==> src/rtl/vxc_pkg.sv <==
// -----------------------------------------------------------------------------
// vxc_pkg
// Shared definitions for the vector-by-constant row server:
//   - default element width and lane count
//   - row_t: one full row of NO_OF_UNITS elements
//   - state_e: pass sequencing states
//   - helpers that size the row RAMs from the equation count
// -----------------------------------------------------------------------------
package vxc_pkg;

  localparam int VXC_ELEMENT_WIDTH = 32;
  localparam int VXC_NO_OF_UNITS   = 8;

  typedef logic [VXC_ELEMENT_WIDTH*VXC_NO_OF_UNITS-1:0] row_t;

  typedef enum logic [1:0] {
    IDLE  = 2'd0,
    SERVE = 2'd1,
    DRAIN = 2'd2,
    DONE  = 2'd3
  } state_e;

  // Rows needed to hold all equations; never fewer than one.
  function automatic int vxc_num_rows(input int num_eq, input int units);
    int rows;
    rows = (num_eq + units - 1) / units;
    return (rows < 1) ? 1 : rows;
  endfunction

  // Address width for a given depth; a one-row RAM still gets a 1-bit address.
  function automatic int vxc_clog2_min1(input int depth);
    return (depth <= 1) ? 1 : $clog2(depth);
  endfunction

endpackage

==> src/rtl/vxc_row_ram.sv <==
// -----------------------------------------------------------------------------
// vxc_row_ram
// Simple dual-port row RAM: one write port, one synchronous read port.
// Depth DEPTH rows of WIDTH bits; maps onto block RAM with its output register.
// Ports:
//   clk      clock
//   srst     synchronous reset of the read data register only (contents kept)
//   we_i     write enable
//   waddr_i  write row address
//   wdata_i  write row data
//   re_i     read enable; rdata_o updates on the next edge, holds otherwise
//   raddr_i  read row address
//   rdata_o  registered read data (read-first on a same-address collision)
// -----------------------------------------------------------------------------
module vxc_row_ram #(
  parameter int DEPTH = 2,
  parameter int WIDTH = 256,
  parameter int AW    = 1
) (
  input  logic             clk,
  input  logic             srst,
  input  logic             we_i,
  input  logic [AW-1:0]    waddr_i,
  input  logic [WIDTH-1:0] wdata_i,
  input  logic             re_i,
  input  logic [AW-1:0]    raddr_i,
  output logic [WIDTH-1:0] rdata_o
);

  logic [WIDTH-1:0] mem_q [DEPTH];
  logic [WIDTH-1:0] rdata_q;

  // Addresses beyond DEPTH (non power-of-two depth) are dropped on write
  // and read back as zero.
  always_ff @(posedge clk) begin
    if (we_i && (int'(waddr_i) < DEPTH)) begin
      mem_q[waddr_i] <= wdata_i;
    end
  end

  always_ff @(posedge clk) begin
    if (srst) begin
      rdata_q <= '0;
    end else if (re_i) begin
      rdata_q <= (int'(raddr_i) < DEPTH) ? mem_q[raddr_i] : '0;
    end
  end

  assign rdata_o = rdata_q;

endmodule

==> src/rtl/vxc_row_server.sv <==
// -----------------------------------------------------------------------------
// vxc_row_server
// Memory-side partner of the vector-by-constant consumer. Holds two operand
// row sets, serves one row per read_again, captures each result row on
// result_mem_we, and sequences one pass per start pulse.
//
// Optional feature macro: VXC_ROW_SERVER_TIMEOUT_EN
//   When defined, a watchdog forces DONE (with err) if no result row arrives
//   for TIMEOUT_CYCLES cycles while busy.
//
// Ports:
//   clk, reset           clock; synchronous active-high reset
//   load_we/sel/addr/data operand row writes (IDLE only); sel 0 = first rows
//   start                begin a pass (IDLE or DONE only)
//   cfg_constant, cfg_op latched on an accepted start
//   core_reset           consumer reset; low only while serving a pass
//   first_row_fixed      current first operand row (registered)
//   second_row_fixed     current second operand row (registered)
//   constant, op         latched configuration
//   read_again           consumer has taken the current row
//   result_mem_we        result row valid on vXc_add_8_output
//   res_rd_addr/data     result readback, 1-cycle latency
//   busy, done, err      status: busy in SERVE/DRAIN, done pulse, sticky error
// -----------------------------------------------------------------------------
module vxc_row_server
  import vxc_pkg::*;
#(
  parameter int  ELEMENT_WIDTH  = VXC_ELEMENT_WIDTH,
  parameter int  NO_OF_UNITS    = VXC_NO_OF_UNITS,
  parameter int  NUM_EQUATIONS  = 16,
  parameter int  TIMEOUT_CYCLES = 64,
  localparam int NUM_ROWS       = vxc_num_rows(NUM_EQUATIONS, NO_OF_UNITS),
  localparam int AW             = vxc_clog2_min1(NUM_ROWS),
  localparam int RW             = ELEMENT_WIDTH * NO_OF_UNITS
) (
  input  logic                     clk,
  input  logic                     reset,
  input  logic                     load_we,
  input  logic                     load_sel,
  input  logic [AW-1:0]            load_addr,
  input  logic [RW-1:0]            load_data,
  input  logic                     start,
  input  logic [ELEMENT_WIDTH-1:0] cfg_constant,
  input  logic                     cfg_op,
  output logic                     core_reset,
  output logic [RW-1:0]            first_row_fixed,
  output logic [RW-1:0]            second_row_fixed,
  output logic [ELEMENT_WIDTH-1:0] constant,
  output logic                     op,
  input  logic                     read_again,
  input  logic                     result_mem_we,
  input  logic [RW-1:0]            vXc_add_8_output,
  input  logic [AW-1:0]            res_rd_addr,
  output logic [RW-1:0]            res_rd_data,
  output logic                     busy,
  output logic                     done,
  output logic                     err
);

  // Pointers must be able to hold NUM_ROWS itself ("all rows consumed").
  localparam int             PW       = $clog2(NUM_ROWS + 1);
  localparam logic [PW-1:0]  LAST_PTR = PW'(NUM_ROWS);

  state_e                     state_q, state_d;
  logic [PW-1:0]              rd_ptr_q, rd_ptr_d;
  logic [PW-1:0]              wr_ptr_q, wr_ptr_d;
  logic [ELEMENT_WIDTH-1:0]   constant_q, constant_d;
  logic                       op_q, op_d;
  logic                       err_q, err_d;
  logic                       done_q, done_d;
  logic                       busy_q, busy_d;
  logic                       core_reset_q, core_reset_d;

  logic                       active;
  logic                       start_ok;
  logic                       ra_ok;
  logic                       ra_err;
  logic                       we_ok;
  logic                       we_err;
  logic                       load_ok;
  logic                       timeout;

  logic                       op_we [2];
  logic                       op_re;
  logic [AW-1:0]              op_raddr;
  logic [RW-1:0]              row_rdata [2];

  // ---------------------------------------------------------------------------
  // Request qualification
  // ---------------------------------------------------------------------------
  always_comb begin
    active   = (state_q == SERVE) || (state_q == DRAIN);
    start_ok = start && ((state_q == IDLE) || (state_q == DONE));
    ra_ok    = read_again && active && (rd_ptr_q != LAST_PTR);
    ra_err   = read_again && active && (rd_ptr_q == LAST_PTR);
    we_ok    = result_mem_we && active;
    we_err   = result_mem_we && !active;
    load_ok  = load_we && (state_q == IDLE);
    op_we[0] = load_ok && !load_sel;
    op_we[1] = load_ok && load_sel;
    // A start always presents row 0; otherwise the next unread row.
    op_re    = start_ok || ra_ok;
    op_raddr = start_ok ? '0 : rd_ptr_q[AW-1:0];
  end

  // ---------------------------------------------------------------------------
  // Next-state logic
  // ---------------------------------------------------------------------------
  always_comb begin
    state_d    = state_q;
    rd_ptr_d   = rd_ptr_q;
    wr_ptr_d   = wr_ptr_q;
    constant_d = constant_q;
    op_d       = op_q;
    err_d      = err_q;

    case (state_q)
      IDLE, DONE: begin
        if (start_ok) begin
          state_d    = SERVE;
          rd_ptr_d   = PW'(1);
          wr_ptr_d   = '0;
          constant_d = cfg_constant;
          op_d       = cfg_op;
          err_d      = 1'b0;
        end
      end
      SERVE, DRAIN: begin
        if (ra_ok) begin
          rd_ptr_d = rd_ptr_q + PW'(1);
        end
        if (we_ok) begin
          wr_ptr_d = wr_ptr_q + PW'(1);
        end
      end
      default: state_d = IDLE;
    endcase

    // Once every row has been handed out only results remain outstanding.
    if ((state_d == SERVE) && (rd_ptr_d == LAST_PTR)) begin
      state_d = DRAIN;
    end

    // The last result row (or a watchdog expiry) ends the pass.
    if ((we_ok && (wr_ptr_d == LAST_PTR)) || timeout) begin
      state_d = DONE;
    end

    // Errors are set after the start clear so a same-cycle error is kept.
    if (ra_err || we_err || timeout) begin
      err_d = 1'b1;
    end
  end

  always_comb begin
    busy_d       = (state_d == SERVE) || (state_d == DRAIN);
    core_reset_d = !busy_d;
    done_d       = (state_d == DONE) && (state_q != DONE);
  end

  always_ff @(posedge clk) begin
    if (reset) begin
      state_q      <= IDLE;
      rd_ptr_q     <= '0;
      wr_ptr_q     <= '0;
      constant_q   <= '0;
      op_q         <= 1'b0;
      err_q        <= 1'b0;
      done_q       <= 1'b0;
      busy_q       <= 1'b0;
      core_reset_q <= 1'b1;
    end else begin
      state_q      <= state_d;
      rd_ptr_q     <= rd_ptr_d;
      wr_ptr_q     <= wr_ptr_d;
      constant_q   <= constant_d;
      op_q         <= op_d;
      err_q        <= err_d;
      done_q       <= done_d;
      busy_q       <= busy_d;
      core_reset_q <= core_reset_d;
    end
  end

  // ---------------------------------------------------------------------------
  // Watchdog: cycles while busy since start or the last result write
  // ---------------------------------------------------------------------------
`ifdef VXC_ROW_SERVER_TIMEOUT_EN
  localparam int WDW = $clog2(TIMEOUT_CYCLES + 1);

  logic [WDW-1:0] wdog_q, wdog_d;

  always_comb begin
    wdog_d  = wdog_q;
    timeout = 1'b0;
    if (!active || start_ok || we_ok) begin
      wdog_d = '0;
    end else if (wdog_q == WDW'(TIMEOUT_CYCLES - 1)) begin
      timeout = 1'b1;
      wdog_d  = '0;
    end else begin
      wdog_d = wdog_q + WDW'(1);
    end
  end

  always_ff @(posedge clk) begin
    if (reset) begin
      wdog_q <= '0;
    end else begin
      wdog_q <= wdog_d;
    end
  end
`else
  assign timeout = 1'b0;
`endif

  // ---------------------------------------------------------------------------
  // Operand RAMs (index 0 = first rows, 1 = second rows). Their read
  // registers are the row outputs, so rows hold between requests.
  // ---------------------------------------------------------------------------
  for (genvar gi = 0; gi < 2; gi++) begin : g_operand_ram
    vxc_row_ram #(
      .DEPTH (NUM_ROWS),
      .WIDTH (RW),
      .AW    (AW)
    ) u_ram (
      .clk     (clk),
      .srst    (reset),
      .we_i    (op_we[gi]),
      .waddr_i (load_addr),
      .wdata_i (load_data),
      .re_i    (op_re),
      .raddr_i (op_raddr),
      .rdata_o (row_rdata[gi])
    );
  end

  // Result RAM: written from the consumer, readable in any state.
  vxc_row_ram #(
    .DEPTH (NUM_ROWS),
    .WIDTH (RW),
    .AW    (AW)
  ) u_result_ram (
    .clk     (clk),
    .srst    (reset),
    .we_i    (we_ok),
    .waddr_i (wr_ptr_q[AW-1:0]),
    .wdata_i (vXc_add_8_output),
    .re_i    (1'b1),
    .raddr_i (res_rd_addr),
    .rdata_o (res_rd_data)
  );

  assign first_row_fixed  = row_rdata[0];
  assign second_row_fixed = row_rdata[1];
  assign constant         = constant_q;
  assign op               = op_q;
  assign core_reset       = core_reset_q;
  assign busy             = busy_q;
  assign done             = done_q;
  assign err              = err_q;

endmodule

==> config.mk <==
export PLATFORM = sky130hd
export DESIGN_NAME = vxc_row_server
export DESIGN_NICKNAME = d
export VERILOG_FILES = /design/src/rtl/vxc_pkg.sv /design/src/rtl/vxc_row_ram.sv /design/src/rtl/vxc_row_server.sv
export SDC_FILE = /design/constraint.sdc
export NUM_CORES = 2
export LEC_CHECK = 0
export CAP_MARGIN = 15
export CORE_AREA = 4 4 528 530
export DETAILED_ROUTE_END_ITERATION = 16
export DIE_AREA = 0 0 532 534
export PLACE_DENSITY = 0.58
export SLEW_MARGIN = 25
export SYNTH_ARGS = -nofsm -noshare
export SYNTH_HDL_FRONTEND = slang
export SYNTH_SLANG_ARGS = --single-unit
==> constraint.sdc <==
create_clock -name clk -period 26.9 [get_ports clk]
set_clock_uncertainty 0.1 [all_clocks]
set_input_delay 4.035 -clock clk [delete_from_list [all_inputs] [get_ports clk]]
set_output_delay 4.035 -clock clk [all_outputs]
set_load 0.02 [all_outputs]
---- Word-level counts from Yosys, hierarchy flattened ----
Memories as Yosys holds them, arrays and structs flattened. A register that Yosys moved wholly into a read port is not among the register bits.
Index checks and enable logic that the tools add are counted.
storage, ports and cells
  flip-flop bits (word level) ............. 43
  memory bits (writable) .................. 1536
  input port bits ......................... 554
  output and inout port bits .............. 805
  logic and storage cells ................. 73
  memories ................................ 3
memories
  name                          words  width  rd ports  clocked after Yosys merged registers in  write ports  RTL line           source
  g_operand_ram[0].u_ram.mem_q  2      256    1         1                                        1            vxc_row_ram.sv:30  logic [WIDTH-1:0] mem_q [DEPTH];
  g_operand_ram[1].u_ram.mem_q  2      256    1         1                                        1            vxc_row_ram.sv:30
  u_result_ram.mem_q            2      256    1         1                                        1            vxc_row_ram.sv:30
cells by class
  add/sub/neg operators ................... 2
  equality and inequality tests ........... 12
  mux-type cells .......................... 20
  reduce and logical (&&, ||, !) cells .... 27
operators with widths
  kind                                                                   count
  2-bit 2-to-1 mux                                                       8
  2-bit equality test, second input constant                             7
  1-bit logical AND                                                      12
  1-bit 2-to-1 mux                                                       10
  2-bit case mux with 2 select lines                                     2
  2-bit by 1-bit equality test with 1-bit output, second input constant  3
  1-bit logical OR                                                       5
  2-bit by 1-bit adder with 2-bit output, second input constant          2
  2-bit != test, second input constant                                   2
  2-bit AND reduction                                                    2
  2-bit nonzero test                                                     2
  2-bit OR reduction                                                     2
  1-bit logical NOT                                                      3
  2-bit logical NOT                                                      1

---- Depth between registers and ports, before layout ----
  depth in word-level cells ............... 13
  gate-level depth with buffers ........... 10

---- Hierarchy ----
A second synthesis with hierarchy kept.
unflattened totals
  cell total of the unflattened synthesis .. 5164
  area, all modules ....................... 82273.9 um2
modules (own cells, without submodules)
  module          instances  cells each  area an instance (um2)
  vxc_row_ram     3          1652        26868.3
  vxc_row_server  1          208         1669.1

---- Worst setup path before layout ----
Ideal clock, no wire load.
  path type ............................... input to register
  start point ............................. in load_addr
  end point ............................... mem g_operand_ram[1].u_ram.mem_q[0][0] (enable)
  setup time .............................. 1244 ps
  arrival time ............................ 22532 ps
  required time ........................... 25556 ps
  path slack .............................. 3023 ps
  stages .................................. 1
  path buffers ............................ 0
  path through ............................ nor3b_1
RTL lines
  item         RTL line              source
  from (decl)  vxc_row_server.sv:40  input logic [AW-1:0] load_addr,
  to (decl)    vxc_row_ram.sv:30
No word-level cell before the write port.

---- Final worst setup path ----
  start point ............................. in start
  end point ............................... reg g_operand_ram[0].u_ram.rdata_q[234], read port of g_operand_ram[0].u_ram.mem_q
on the way
  cells in the longest elaborated chain, start to end .. 2
RTL lines
  item                                                  RTL line                                      source
  from (decl)                                           vxc_row_server.sv:42                          input logic start,
  1-bit logical AND *                                   vxc_row_server.sv:93                          start_ok = start && ((state_q == IDLE) || (state_q == DONE));
  1-bit 2-to-1 mux or 1-bit logical OR (tied branches)  vxc_row_server.sv:103, vxc_row_server.sv:102
  to (decl)                                             vxc_row_ram.sv:31                             logic [WIDTH-1:0] rdata_q;
Every way passes the cells marked *; elsewhere a longest branch is shown, timed or not.
A chain may end at the register's enable or synchronous reset.

==> impl_metrics.env <==
export IMPL_ant_nets=0
export IMPL_grt_max_degree=143
export IMPL_cts_resized=0
export IMPL_combPwrFrac_pct=13.7
export IMPL_critPathKind="input port to register"
export IMPL_ys_ff_latch=2347
export IMPL_yosysTopAreaCell="edfxtp_1"
export IMPL_ctsHoldBuffers=0
export IMPL_syn2layout_area_growth_pct=32.4
export IMPL_hold_viol=0
export IMPL_syn_cell_area_um2=78600
export IMPL_worstReg2RegEnd="g_operand_ram[0].u_ram.rdata_o[234]"
export IMPL_worst_pin_slew_ns=1.02
export IMPL_switching_share_pct=25.7
export IMPL_end_kind="register"
export IMPL_cp_start_kind="input port"
export IMPL_slew_headroom_pct=32.0
export IMPL_synth_cells_most_frequent="1,536 x edfxtp_1, 1,094 x nand2_1, 811 x dfxtp_1"
export IMPL_seqCellArea_um2=62400
export IMPL_grt_ovfl_total=0
export IMPL_num_fill_cells=25500
export IMPL_die_area_um2=284000
export IMPL_fmax_mhz=111
export IMPL_stdcell_count=10600
export IMPL_synth_top_cell_area_share_pct=58.7
export IMPL_clock_path_buffers=4
export IMPL_synth_cell_type_count=39
export IMPL_status="finished clean"
export IMPL_slew_viol_final=0
export IMPL_cts_tree="yes"
export IMPL_crit_path_top_delay_cell="buf_4"
export IMPL_clk_pin_slew_ns=0.06
export IMPL_drc_errors=0
export IMPL_path_cells="clkdlybuf4s50_1 > nand2b_4 > nand2_8 > buf_4 > buf_4 > buf_4 > buf_4 > nor2_1 > a311oi_1"
export IMPL_die_w_um=532
export IMPL_pwr_share_seq_pct=47.5
export IMPL_r2r_start="state_q[1]"
export IMPL_drt_pass1_iterations=5
export IMPL_r2r_cells=10
export IMPL_hold_class="register to register"
export IMPL_finalCritPeriodShare_pct=33.6
export IMPL_cap_violations=0
export IMPL_cts_buffers=245
export IMPL_start_util_pct=28.8
export IMPL_crit_fanout=131
export IMPL_peakVddDrop_uv=58.7
export IMPL_power_density_nw_per_um2=84.8
export IMPL_yosysWarningCount=0
export IMPL_power_switching_mw=2.26
export IMPL_cp_data_arrival_time_ns=9.69
export IMPL_syn_nets=5978
export IMPL_synthFlopType="edfxtp_1"
export IMPL_setup_viol=0
export IMPL_drive_gt1_share_pct=6.63
export IMPL_nets=7291
export IMPL_core_um2=273000
export IMPL_routed_wirelength_um=259000
export IMPL_rows=192
export IMPL_syn_mean_instance_area_um2=14.5
export IMPL_boundaryPins=1359
export IMPL_worstHoldEndpoint="u_result_ram.rdata_o[0]"
export IMPL_leakagePower_nw=36.4
export IMPL_ys_top_cells_by_area="edfxtp_1 59%, dfxtp_1 21%, a311oi_1 5.7%"
export IMPL_grt_first_pass_wirelength_um=361000
export IMPL_detailed_place_hpwl_um=180000
export IMPL_post_drt_wl_per_cell_um=24.5
export IMPL_ff2ff_setup_slack_ns=20.52
export IMPL_drt_initial_drc_count=2785
export IMPL_post_synth_top_count_cell="edfxtp_1"
export IMPL_antenna_found_initial=113
export IMPL_min_delay_path_depth=2
export IMPL_post_cts_buffers=0
export IMPL_chipHeight_um=534
export IMPL_intPower_mw=6.56
export IMPL_min_from="u_result_ram.mem_q[0][0]"
export IMPL_clkPwrFrac_pct=38.8
export IMPL_async_reset_ff_share_pct=0
export IMPL_synth_seq_area_share_pct=79.3
export IMPL_critPathMaxStageDelay_ns=0.87
export IMPL_viasPerCell=4.63
export IMPL_min_period_ns=9.04
export IMPL_io_buffer_count=1358
export IMPL_grt_setup_unrepaired="no"
export IMPL_gr_usage_all_layers_pct=17.4
export IMPL_multi_input_area_um2=14700
export IMPL_synth_edf_count=1536
export IMPL_synth_cells=5418
export IMPL_cts_sinks=2347
export IMPL_dp_cells=10100
export IMPL_htreeDepth=4
export IMPL_gp_congestion=0.836
export IMPL_cp_common_cell="buf_4"
export IMPL_grt_pass1_vias=48300
export IMPL_setup_tns_ns=0
export IMPL_vias=49000
export IMPL_clkLatencyLatePin_ns=0.86
export IMPL_crit_required_ns=27.55
export IMPL_cts_root_buf="clkbuf_16"
cells by family after synthesis:
kind of cell | count (synthesis) | share of synthesized area, %
compound gates | 559 | 6.04
xor+xnor | 2 | 0.0223
fa+ha+maj | 6 | 0.0955
buf+inv | 358 | 2.12
flops | 2347 | 79.3
mux | 256 | 3.26
simple gates | 1890 | 9.14
power groups by stage:
stage | clock, mW | sequential (mW) | combinational [mW]
6_report | 3.42 | 4.19 | 1.21
5_1_grt | 3.65 | 4.21 | 1.30
4_1_cts | 3.51 | 4.20 | 1.23
3_5_place_dp | 0 | 4.27 | 1.23
3_3_place_gp | 0 | 4.27 | 1.22
2_1_floorplan | 0 | 4.46 | 0.412
worst max path at each step:
stage | startpoint | end | depth (start not counted)
floorplan | load_addr | g_operand_ram[1].u_ram.mem_q[0][0] | 1
global placement | start | g_operand_ram[1].u_ram.rdata_o[237] | 9
detailed placement | start | g_operand_ram[0].u_ram.rdata_o[105] | 9
CTS | start | g_operand_ram[0].u_ram.rdata_o[105] | 9
global route | start | g_operand_ram[0].u_ram.rdata_o[105] | 9
finish | start | g_operand_ram[0].u_ram.rdata_o[234] | 9
registers in the layout, summed over array words and instances, names as in the netlist:
name and count:
busy 1, constant 32, core_reset 1, done 1, err 1, g_operand_ram.u_ram.mem_q 1024, g_operand_ram.u_ram.rdata_o 512, op 1
rd_ptr_q 2, state_q 2, u_result_ram.mem_q 512, u_result_ram.rdata_o 256, wr_ptr_q 2
routing by layer:
layer / global-route usage, % / wire (µm)
met5: 0 / 227
met4: 7.25 / 12200
met3: 6.40 / 22600
met2: 30.0 / 127000
met1: 19.3 / 97000
metrics by stage:
| step | area, µm² | worst slack [ns] | utilization (%) | hold WS, ns | power, mW |
|---|---|---|---|---|---|
| floorplan | 78600 | 3.02 | - | 0.353 | 4.87 |
| global placement | 95600 | 17.27 | 35.0 | 0.346 | 5.48 |
| detailed placement | 95700 | 17.11 | 35.0 | 0.347 | 5.50 |
| CTS | 104000 | 18.09 | 38.0 | 0.355 | 8.94 |
| global route | 104000 | 17.54 | 38.1 | 0.374 | 9.17 |
| finish | 104000 | 17.86 | 38.1 | 0.348 | 8.83 |
placed cells by master, fill, tap and decap left out, types with 3 or more instances in the layout:
master,synthesis,layout
a21oi_1,36,36
a311oi_1,512,512
buf_12,0,6
buf_4,13,46
buf_6,7,7
bufinv_16,0,18
clkbuf_1,145,62
clkbuf_16,0,250
clkbuf_8,0,51
clkdlybuf4s50_1,0,1356
clkinv_1,0,14
clkinv_16,0,3
clkinv_2,0,41
clkinv_4,0,3
clkinvlp_4,0,6
dfxtp_1,811,811
diode_2,0,36
edfxtp_1,1536,1536
ha_1,6,4
inv_1,4,4
inv_16,0,3
inv_6,0,6
mux2i_1,256,256
nand2_1,1094,1094
nand3_1,4,4
nor2_1,773,773
layout make-up:
class | count | area share, %
Antenna cell | 36 | 0.0865
Clock buffer | 363 | 6.91
Clock inverter | 96 | 1.04
Inverter | 5 | 0.0180
Multi-Input combinational cell | 2713 | 14.1
Sequential cell | 2347 | 59.9
Tap cell | 3589 | 4.31
Timing Repair Buffer | 1419 | 13.6
worst max-delay path: cells and delay by family:
kind | cells | cell delay [ns]
and+or+nand+nor | 3 | 1.05
AOI/OAI and AO/OA | 1 | 0.30
buffers and inverters | 5 | 3.85
Note: power is estimated with default switching activity, not from simulation.
